$ cat config.mk
export PLATFORM = sky130hd
export DESIGN_NAME = reg_wb_arbiter
export DESIGN_NICKNAME = d
export VERILOG_FILES = /design/src/rtl/reg_wb_pkg.sv /design/src/rtl/reg_wb_fifo.sv /design/src/rtl/reg_wb_arbiter.sv
export SDC_FILE = /design/constraint.sdc
export NUM_CORES = 1
export LEC_CHECK = 0
export CORE_UTILIZATION = 46
export DETAILED_ROUTE_END_ITERATION = 16
export GPL_TIMING_DRIVEN = 0
export PLACE_DENSITY = 0.76
export RECOVER_POWER = 50
export SYNTH_ARGS = -nofsm -noshare
export SYNTH_HDL_FRONTEND = slang
export SYNTH_SLANG_ARGS = --single-unit
$ cat constraint.sdc
create_clock -name clk -period 3.25 [get_ports clk]
set_clock_uncertainty 0.15 [all_clocks]
set_input_delay 0.8125 -clock clk [delete_from_list [all_inputs] [get_ports clk]]
set_output_delay 0.8125 -clock clk [all_outputs]
set_load 0.05 [all_outputs]
$ cat src/rtl/reg_wb_pkg.sv
// Shared types for the register-file write-port arbiter: widths, the queued
// result entry and the grant source encoding.
package reg_wb_pkg;

  localparam int XLEN       = 32;
  localparam int REG_ADDR_W = 5;

  typedef struct packed {
    logic [REG_ADDR_W-1:0] addr;
    logic [XLEN-1:0]       data;
  } wb_entry_t;

  typedef enum logic [1:0] {
    NONE = 2'd0,
    PIPE = 2'd1,
    LU   = 2'd2
  } grant_src_e;

endpackage

$ cat src/rtl/reg_wb_fifo.sv
// Small circular FIFO of long-latency results; exposes every slot's address and
// valid bit so the hazard lookup can see everything still waiting for the port.
module reg_wb_fifo
  import reg_wb_pkg::*;
#(
  parameter int DEPTH = 2,
  localparam int PTR_W = $clog2(DEPTH),
  localparam int CNT_W = $clog2(DEPTH) + 1
) (
  input  logic                                  clk,
  input  logic                                  rst,
  input  logic                                  push_i,
  input  wb_entry_t                             push_entry_i,
  input  logic                                  pop_i,
  output wb_entry_t                             head_o,
  output logic [CNT_W-1:0]                      count_o,
  output logic [DEPTH-1:0]                      vld_o,
  output logic [DEPTH-1:0][REG_ADDR_W-1:0]      addr_o
);

  wb_entry_t        mem_q [DEPTH];
  logic [PTR_W-1:0] wr_ptr_q, rd_ptr_q;
  logic [CNT_W-1:0] count_q, count_d;
  logic [DEPTH-1:0] vld_q, vld_d;
  logic             do_push, do_pop;

  assign do_pop  = pop_i && (count_q != '0);
  assign do_push = push_i && (count_q != CNT_W'(DEPTH));

  always_comb begin
    vld_d   = vld_q;
    count_d = count_q;
    if (do_pop) vld_d[rd_ptr_q] = 1'b0;
    if (do_push) vld_d[wr_ptr_q] = 1'b1;
    case ({do_push, do_pop})
      2'b10:   count_d = count_q + 1'b1;
      2'b01:   count_d = count_q - 1'b1;
      default: count_d = count_q;
    endcase
  end

  always_ff @(posedge clk or posedge rst) begin
    if (rst) begin
      wr_ptr_q <= '0;
      rd_ptr_q <= '0;
      count_q  <= '0;
      vld_q    <= '0;
    end else begin
      if (do_push) wr_ptr_q <= wr_ptr_q + PTR_W'(1);
      if (do_pop)  rd_ptr_q <= rd_ptr_q + PTR_W'(1);
      count_q <= count_d;
      vld_q   <= vld_d;
    end
  end

  // Payload storage carries no reset; slot validity lives in vld_q.
  always_ff @(posedge clk) begin
    if (do_push) mem_q[wr_ptr_q] <= push_entry_i;
  end

  always_comb begin
    for (int i = 0; i < DEPTH; i++) addr_o[i] = mem_q[i].addr;
  end

  assign head_o  = mem_q[rd_ptr_q];
  assign count_o = count_q;
  assign vld_o   = vld_q;

endmodule

$ cat src/rtl/reg_wb_arbiter.sv
// Arbitrates the register file write port between the pipeline writeback and
// queued long-latency results. Optional macro REG_WB_ARB_BYPASS_EN lets an idle port take a result directly.
module reg_wb_arbiter
  import reg_wb_pkg::*;
#(
  parameter int DEPTH      = 2,
  parameter int STARVE_MAX = 4
) (
  input  logic                  clk,
  input  logic                  rst,
  input  logic                  wb_valid,
  input  logic [REG_ADDR_W-1:0] wb_addr,
  input  logic [XLEN-1:0]       wb_data,
  input  logic                  lu_valid,
  input  logic [REG_ADDR_W-1:0] lu_addr,
  input  logic [XLEN-1:0]       lu_data,
  output logic                  lu_ready,
  output logic                  wb_stall,
  input  logic [REG_ADDR_W-1:0] rs1_addr,
  input  logic [REG_ADDR_W-1:0] rs2_addr,
  output logic                  rs1_pending,
  output logic                  rs2_pending,
  output logic                  RegWrite,
  output logic [REG_ADDR_W-1:0] Wt_addr,
  output logic [XLEN-1:0]       Wt_data
);

  localparam int CNT_W = $clog2(DEPTH) + 1;
  localparam int STV_W = $clog2(STARVE_MAX + 1);

  wb_entry_t                        fifo_head, win_entry;
  logic [CNT_W-1:0]                 fifo_count;
  logic [DEPTH-1:0]                 fifo_vld;
  logic [DEPTH-1:0][REG_ADDR_W-1:0] fifo_addr;
  logic                             fifo_empty, fifo_push, fifo_pop;
  logic                             lu_acc, lu_bypass;
  grant_src_e                       gnt_src;
  logic [STV_W-1:0]                 starve_q, starve_d;
  logic                             RegWrite_q;
  logic [REG_ADDR_W-1:0]            Wt_addr_q;
  logic [XLEN-1:0]                  Wt_data_q;

  function automatic logic addr_pending(
    input logic [REG_ADDR_W-1:0]            a,
    input logic [DEPTH-1:0]                 vld,
    input logic [DEPTH-1:0][REG_ADDR_W-1:0] addrs,
    input logic                             rw,
    input logic [REG_ADDR_W-1:0]            wa
  );
    logic hit;
    hit = rw && (wa == a);
    for (int i = 0; i < DEPTH; i++) begin
      if (vld[i] && (addrs[i] == a)) hit = 1'b1;
    end
    return hit && (a != '0);
  endfunction

  reg_wb_fifo #(.DEPTH(DEPTH)) u_fifo (
    .clk          (clk),
    .rst          (rst),
    .push_i       (fifo_push),
    .push_entry_i ('{addr: lu_addr, data: lu_data}),
    .pop_i        (fifo_pop),
    .head_o       (fifo_head),
    .count_o      (fifo_count),
    .vld_o        (fifo_vld),
    .addr_o       (fifo_addr)
  );

  assign fifo_empty = (fifo_count == '0);
  assign lu_ready   = (fifo_count < CNT_W'(DEPTH));
  assign lu_acc     = lu_valid && lu_ready;
  assign wb_stall   = (starve_q == STV_W'(STARVE_MAX));

  // A stalled pipeline yields the port to the starving head; otherwise the pipeline wins.
  always_comb begin
    gnt_src   = NONE;
    fifo_pop  = 1'b0;
    lu_bypass = 1'b0;
    if (wb_stall) begin
      gnt_src  = LU;
      fifo_pop = 1'b1;
    end else if (wb_valid && (wb_addr != '0)) begin
      gnt_src = PIPE;
    end else if (!fifo_empty) begin
      gnt_src  = LU;
      fifo_pop = 1'b1;
    end
`ifdef REG_WB_ARB_BYPASS_EN
    else if (lu_acc && (lu_addr != '0)) begin
      gnt_src   = LU;
      lu_bypass = 1'b1;
    end
`endif
  end

  always_comb begin
    win_entry = fifo_head;
    if (gnt_src == PIPE) win_entry = '{addr: wb_addr, data: wb_data};
    else if (lu_bypass)  win_entry = '{addr: lu_addr, data: lu_data};
  end

  // Address-0 results are accepted by the handshake but never stored.
  assign fifo_push = lu_acc && (lu_addr != '0) && !lu_bypass;
  assign starve_d  = (fifo_pop || fifo_empty) ? '0 : starve_q + 1'b1;

  always_ff @(posedge clk or posedge rst) begin
    if (rst) begin
      starve_q   <= '0;
      RegWrite_q <= 1'b0;
      Wt_addr_q  <= '0;
      Wt_data_q  <= '0;
    end else begin
      starve_q   <= starve_d;
      RegWrite_q <= (gnt_src != NONE);
      if (gnt_src != NONE) begin
        Wt_addr_q <= win_entry.addr;
        Wt_data_q <= win_entry.data;
      end
    end
  end

  assign RegWrite    = RegWrite_q;
  assign Wt_addr     = Wt_addr_q;
  assign Wt_data     = Wt_data_q;
  assign rs1_pending = addr_pending(rs1_addr, fifo_vld, fifo_addr, RegWrite_q, Wt_addr_q);
  assign rs2_pending = addr_pending(rs2_addr, fifo_vld, fifo_addr, RegWrite_q, Wt_addr_q);

endmodule

==> results.cfg, run 1 <==
[outcome]
status = complete, no violations

[power]
leakage_uw = 0.00279
peakVddDrop_mv = 0.589
power_density_nw_per_um2 = 886
power.total_uw = 6310

[route]
first_pass_iters = 4
num_vias = 3455
viasPerCell = 5.38
final_antenna_net_count = 0
wire_per_inst_um = 18.7
routed_wl_um = 12000
drtIter0Drc = 222
drc_errors = 0

[place]
io_buffers = 129
gp_congestion = 0.885
dp_slack_ns = -0.776
dp_hpwl_um = 8140
dp_cells = 609

[logic_synthesis]
synthCells = 341
synth_edf_count = 74
synthArstFlopShare_pct = 38.8
synth_flop_cell = edfxtp_1
yosysSeqAreaShare_pct = 67.7
ys_ff_latch = 121
synth.avg_cell_area_um2 = 14.7
yosysUniqueCellTypes = 35
netlist_area_um2 = 5020
yosysWarningCount = 0
syn-num-nets = 432

[final_layout]
syn2layout_area_growth_pct = 41.8
multi_input_area_um2 = 1520
nNetsFinal = 583
stdcell_count = 642
postLayoutCoreUtil_pct = 68.0
seq_area_um2 = 3400
fillers = 806
drive_gt1_share_pct = 10.9

[clocking]
cts.path.max_buffers = 2
cts.htree.levels = 4
cts-root-buf = clkbuf_8
cts_tree = yes
clock-sinks = 121
cts_buffers = 17
path_clk_slew_ns = 0.06
clock_latency_ns = 0.50

[die]
die_y_um = 106
die_x_um = 106
ios = 130
dieArea_um2 = 11300
core-area_um2 = 10500
initial_core_util_pct = 48.0
num_rows = 37

[timing]
post-route-min-period_ns = 3.13
setup_viol = 0
finalSetupTns_ns = 0
period_share_pct = 96.4
worstMarginPinSlew_ns = 1.10
fmax_ghz = 0.319
relSlewSlack_pct = 26.6
finalMaxSlewViolations = 0
rsz0062_at_grt = false
hold_viol_final = 0
fin_ws_ns = 0.117

[critical_path]
end_kind = output port
path_max_fanout = 4
critPathRequiredTime_ns = 2.29
worstSetupPathType = in -> out
critPathArrivalTime_ns = 2.17
critPathLaunchType = input port

[min_path]
min_path_type = reg -> reg

[global_route]
first_global_vias = 3683
grt_overflow = 0
grt_max_degree = 39
grt_pass1_wl_um = 18900
antenna_found_initial = 1
grt_usage_pct = 22.3

[run]
maxCapViolCount = 0
[worst paths after layout]
path / cells past startpoint / from / end / slack (ns)
setup / recovery: 6 / rs1_addr[3] / rs1_pending / 0.12
hold / removal: 2 / u_fifo.mem_q[0][0]$_DFFE_PP_ / Wt_data[0]$_DFFE_PP0P_ / 0.36
setup reg to reg: 10 / starve_q[0]$_DFF_PP0_ / u_fifo.count_o[1]$_DFFE_PP0P_ / 0.56
hold reg to reg: 2 / u_fifo.mem_q[0][0]$_DFFE_PP_ / Wt_data[0]$_DFFE_PP0P_ / 0.36
max in group asynchronous: 3 / rst / Wt_data[24]$_DFFE_PP0P_ / 1.04
min in group asynchronous: 2 / rst / Wt_data[16]$_DFFE_PP0P_ / 0.59
[stage by stage]
| step | hold slack (ns) | area [µm²] |
|---|---|---|
| final | 0.362 | 7120 |
| after global routing | 0.398 | 7120 |
| after CTS | 0.368 | 7140 |
| after detailed placement | 0.355 | 6550 |
| after global placement | 0.345 | 6480 |
| after floorplan | 0.338 | 5020 |
[critical path: stages]
cell and delay [ns]:
dlygate4sd2_1 0.31, xor2_1 0.18, nor4_2 0.33, a32oi_1 0.14, a21oi_1 0.17, buf_4 0.22
[final cells by class]
cell class,instances,share of cell area [%]
Sequential cell,121,47.8
Clock inverter,13,2.16
Inverter,6,0.317
Multi-Input combinational cell,198,21.3
Buffer,16,1.35
Antenna cell,1,0.0352
Clock buffer,19,5.93
Tap cell,136,2.39
Timing Repair Buffer,132,18.7
[cell usage after synthesis, types with 5 or more instances]
cell type  count  area [µm²]
edfxtp_1      74        2220
dfrtp_1       47        1180
mux2i_1       37         370
a22oi_1       34         255
o21ai_1       33         165
xor2_1        26         228
xnor2_1       10        87.6
nor2_1         9        33.8
o21ai_0        8        40.0
clkbuf_1       7        26.3
nor4_1         6        37.5
buf_2          5        25.0
inv_1          5        18.8
[cells by family (layout without fill, tap and decap cells)]
kind of cell | Yosys count | in the layout | share of synthesized area (%)
buf+inv | 22 | 186 | 2.37
simple gates | 33 | 33 | 3.87
xor+xnor | 36 | 36 | 6.28
flops | 121 | 121 | 67.7
mux | 40 | 40 | 8.13
fa+ha+maj | 3 | 3 | 0.748
compound gates | 86 | 86 | 10.9
other cells | 0 | 1 | 0
[cell usage in the layout, fill, tap and decap left out, types with 3 or more instances in the layout]
| master | count |
|---|---|
| a22oi_1 | 34 |
| and2_1 | 3 |
| buf_2 | 5 |
| buf_6 | 4 |
| bufinv_16 | 3 |
| clkbuf_1 | 9 |
| clkbuf_16 | 16 |
| clkdlybuf4s50_1 | 79 |
| clkinvlp_4 | 5 |
| dfrtp_1 | 47 |
| dlygate4sd2_1 | 6 |
| dlygate4sd3_1 | 38 |
| dlymetal6s2s_1 | 4 |
| edfxtp_1 | 74 |
| ha_1 | 3 |
| inv_1 | 5 |
| mux2i_1 | 37 |
| nand2_1 | 4 |
| nor2_1 | 7 |
| nor4_2 | 4 |
| o21ai_0 | 8 |
| o21ai_1 | 33 |
| or4_1 | 3 |
| xnor2_1 | 10 |
| xor2_1 | 26 |
[registers in the layout, indices dropped and copies added, names as in the netlist, 2 cells and up]
signal and count:
Wt_data 32, u_fifo.mem_q 74, u_fifo.vld_o 2, starve_q 3, u_fifo.count_o 2, Wt_addr 5
[metal layers]
| metal | up-vias | global-route usage [%] | wire (µm) | part of all wire [%] |
|---|---|---|---|---|
| met5 | - | 0 | 0 | 0 |
| li1 | 1602 | - | - | - |
| met2 | 113 | 38.8 | 6290 | 52 |
| met4 | 0 | 6.36 | 70 | 0.58 |
| met1 | 1734 | 26.6 | 4830 | 40 |
| met3 | 6 | 6.93 | 805 | 6.7 |
[repair_timing]
item	CTS	global route
pin swaps	3	1
setup endpoints to repair	2	3
hold buffers	0	0
setup buffers	0	0
gates resized for setup	22	4
[report_power, final]
group | leakage [µW] | switching, µW | internal (µW) | total [µW]
clock | 0.000265 | 661 | 1160 | 1820
sequential | 0.00125 | 227 | 2040 | 2270
combinational | 0.00128 | 1390 | 829 | 2220
Note: power is estimated with default switching activity, not from simulation.
==> inputs of run 2 (changes only) <==
==> constraint.sdc (replaced) <==
create_clock -name clk -period 3.25 [get_ports clk]
set_clock_uncertainty 0.15 [all_clocks]
set_input_delay 0.975 -clock clk [delete_from_list [all_inputs] [get_ports clk]]
set_output_delay 0.975 -clock clk [all_outputs]
set_load 0.05 [all_outputs]
==> run 2 against run 1 <==
First-iteration DRC count down 21%; routed wire length down 1.7%; non-clock buffer count unchanged; highest routed layer unchanged.
==> results.cfg, run 2 (same netlist as run 1, synthesis figures left out) <==
[clocking]
cts_tree = yes
cts-root-buf = clkbuf_8
cts.hold.buffers_added = 0
clock_latency_ns = 0.50
cts_buffers = 17
cts.htree.levels = 4
cts_setup_buffers = 0
path_clk_slew_ns = 0.06
cts.path.max_buffers = 2
clock-sinks = 121

[timing]
rsz0062_at_grt = false
period_share_pct = 98.6
setup_viol = 0
fin_ws_ns = 0.0459
worstMarginPinSlew_ns = 1.14
fmax_ghz = 0.312
hold_viol_final = 0
relSlewSlack_pct = 23.7
post-route-min-period_ns = 3.20
finalMaxSlewViolations = 0
hold_slack_ns = 0.368

[critical_path]
r2r-end = u_fifo.count_o[1]$_DFFE_PP0P_
crit_cells = 6
slowest_delay_ns = 0.30
critPathRequiredTime_ns = 2.12
worstSetupPathType = in -> out
crit_end = rs2_pending
path_delay_family = buffers and inverters
critPathArrivalTime_ns = 2.08
cp-startpoint = rs2_addr[0]
r2r_start = starve_q[0]$_DFF_PP0_
cp.buffers_inverters = 2
critPathLaunchType = input port
critPathSlowestCell = dlygate4sd2_1
end_kind = output port
r2r_cells = 9
reg2reg_slack_ns = 0.58
path_max_fanout = 4
cp_cell_sequence = dlygate4sd2_1 -> xor2_1 -> nor4_1 -> a32oi_1 -> a21oi_2 -> buf_6

[die]
ios = 130
die_x_um = 106
dieArea_um2 = 11300
num_rows = 37
die_y_um = 106
initial_core_util_pct = 48.0
core-area_um2 = 10500

[global_route]
antenna_found_initial = 0
grt_max_degree = 39
grt_usage_pct = 22.1
grt_pass1_wl_um = 18500
first_global_vias = 3693
grt_overflow = 0

[power]
leakage_uw = 0.00278
peakVddDrop_mv = 0.541
power_density_nw_per_um2 = 895

[place]
dp_cells = 609
gp_congestion = 0.831
dp_hpwl_um = 8290
io_buffers = 129
dp_slack_ns = -1.07

[final_layout]
fillers = 772
syn2layout_area_growth_pct = 42.1
nNetsFinal = 583
seq_area_um2 = 3400
most-common-layout-cells = clkdlybuf4s50_1 (77), edfxtp_1 (74), dfrtp_1 (47)
multi_input_area_um2 = 1540
drive_gt1_share_pct = 13.5
stdcell_count = 641
insertedDiodeCount = 0
final_common_cell = clkdlybuf4s50_1
largest_register_ffs = 74
regMostFlops = u_fifo.mem_q

[outcome]
status = complete, no violations

[route]
viasPerCell = 5.30
drtIter0Drc = 175
routed_wl_um = 11800
drc_errors = 0
final_antenna_net_count = 0
first_pass_iters = 4
wire_per_inst_um = 18.4
num_vias = 3395

[run]
maxCapViolCount = 0

[min_path]
min_path_type = reg -> reg
==> run 2: cell count changes in the layout (fill, tap and decap cells not counted), moves of 4 or more <==
cell,previous run,this run
buf_2,5,10
clkinvlp_4,5,1
dlygate4sd2_1,6,2
dlymetal6s2s_1,4,0
==> run 2: final cells by class <==
class	instances	share of cell area [%]
Sequential cell	121	47.6
Multi-Input combinational cell	198	21.6
Timing Repair Buffer	132	18.2
Clock buffer	23	6.40
Tap cell	136	2.39
Clock inverter	9	2.07
Buffer	16	1.35
Inverter	6	0.316
==> run 2: layer usage <==
metal	global-route usage [%]	up-vias	part of all wire, %
met2	37.7	119	51
met5	0	-	0
met4	8.41	0	1.2
li1	-	1595	-
met3	6.19	14	6.0
met1	26.7	1667	42
==> run 2: worst min path at each step <==
stage,startpoint,to,slack [ns],cells past startpoint
5_1_grt,u_fifo.mem_q[0][28]$_DFFE_PP_,Wt_data[28]$_DFFE_PP0P_,0.39,2
3_3_place_gp,u_fifo.mem_q[0][31]$_DFFE_PP_,Wt_data[31]$_DFFE_PP0P_,0.35,2
4_1_cts,Wt_data[9]$_DFFE_PP0P_,Wt_data[9]$_DFFE_PP0P_,0.37,2
3_5_place_dp,Wt_data[9]$_DFFE_PP0P_,Wt_data[9]$_DFFE_PP0P_,0.36,2
2_1_floorplan,u_fifo.wr_ptr_q$_DFFE_PP0N_,u_fifo.wr_ptr_q$_DFFE_PP0N_,0.34,1
6_report,Wt_data[9]$_DFFE_PP0P_,Wt_data[9]$_DFFE_PP0P_,0.37,2
==> run 2: worst min-delay path, cell delays in order, from the launching register on <==
cell and delay [ns]:
dfrtp_1 0.34, a22oi_1 0.08, o21ai_1 0.07
==> run 2: what timing repair did <==
item	in CTS	in global routing
gates resized for setup	46	10
gates cloned	0	0
endpoints found under the setup margin	3	3
pin swaps	9	8
==> run 2: power breakdown <==
part           total, µW  leakage [µW]  internal [µW]  switching [µW]
Sequential          2270       0.00125           2040             225
Clock               1890      0.000296           1280             609
Combinational       2220       0.00123            832            1390
Total               6380       0.00278           4160            2230
==> run 2: stage by stage <==
step | util, % | area, µm² | TNS, ns | power (µW)
global placement | 62.0 | 6490 | -138.13 | 4450
finish | 68.2 | 7130 | 0 | 6380
global route | 68.2 | 7130 | 0 | 6630
detailed placement | 62.7 | 6560 | -3.73 | 4530
floorplan | - | 5020 | -11.51 | 3710
CTS | 68.5 | 7170 | -0.0653 | 6450
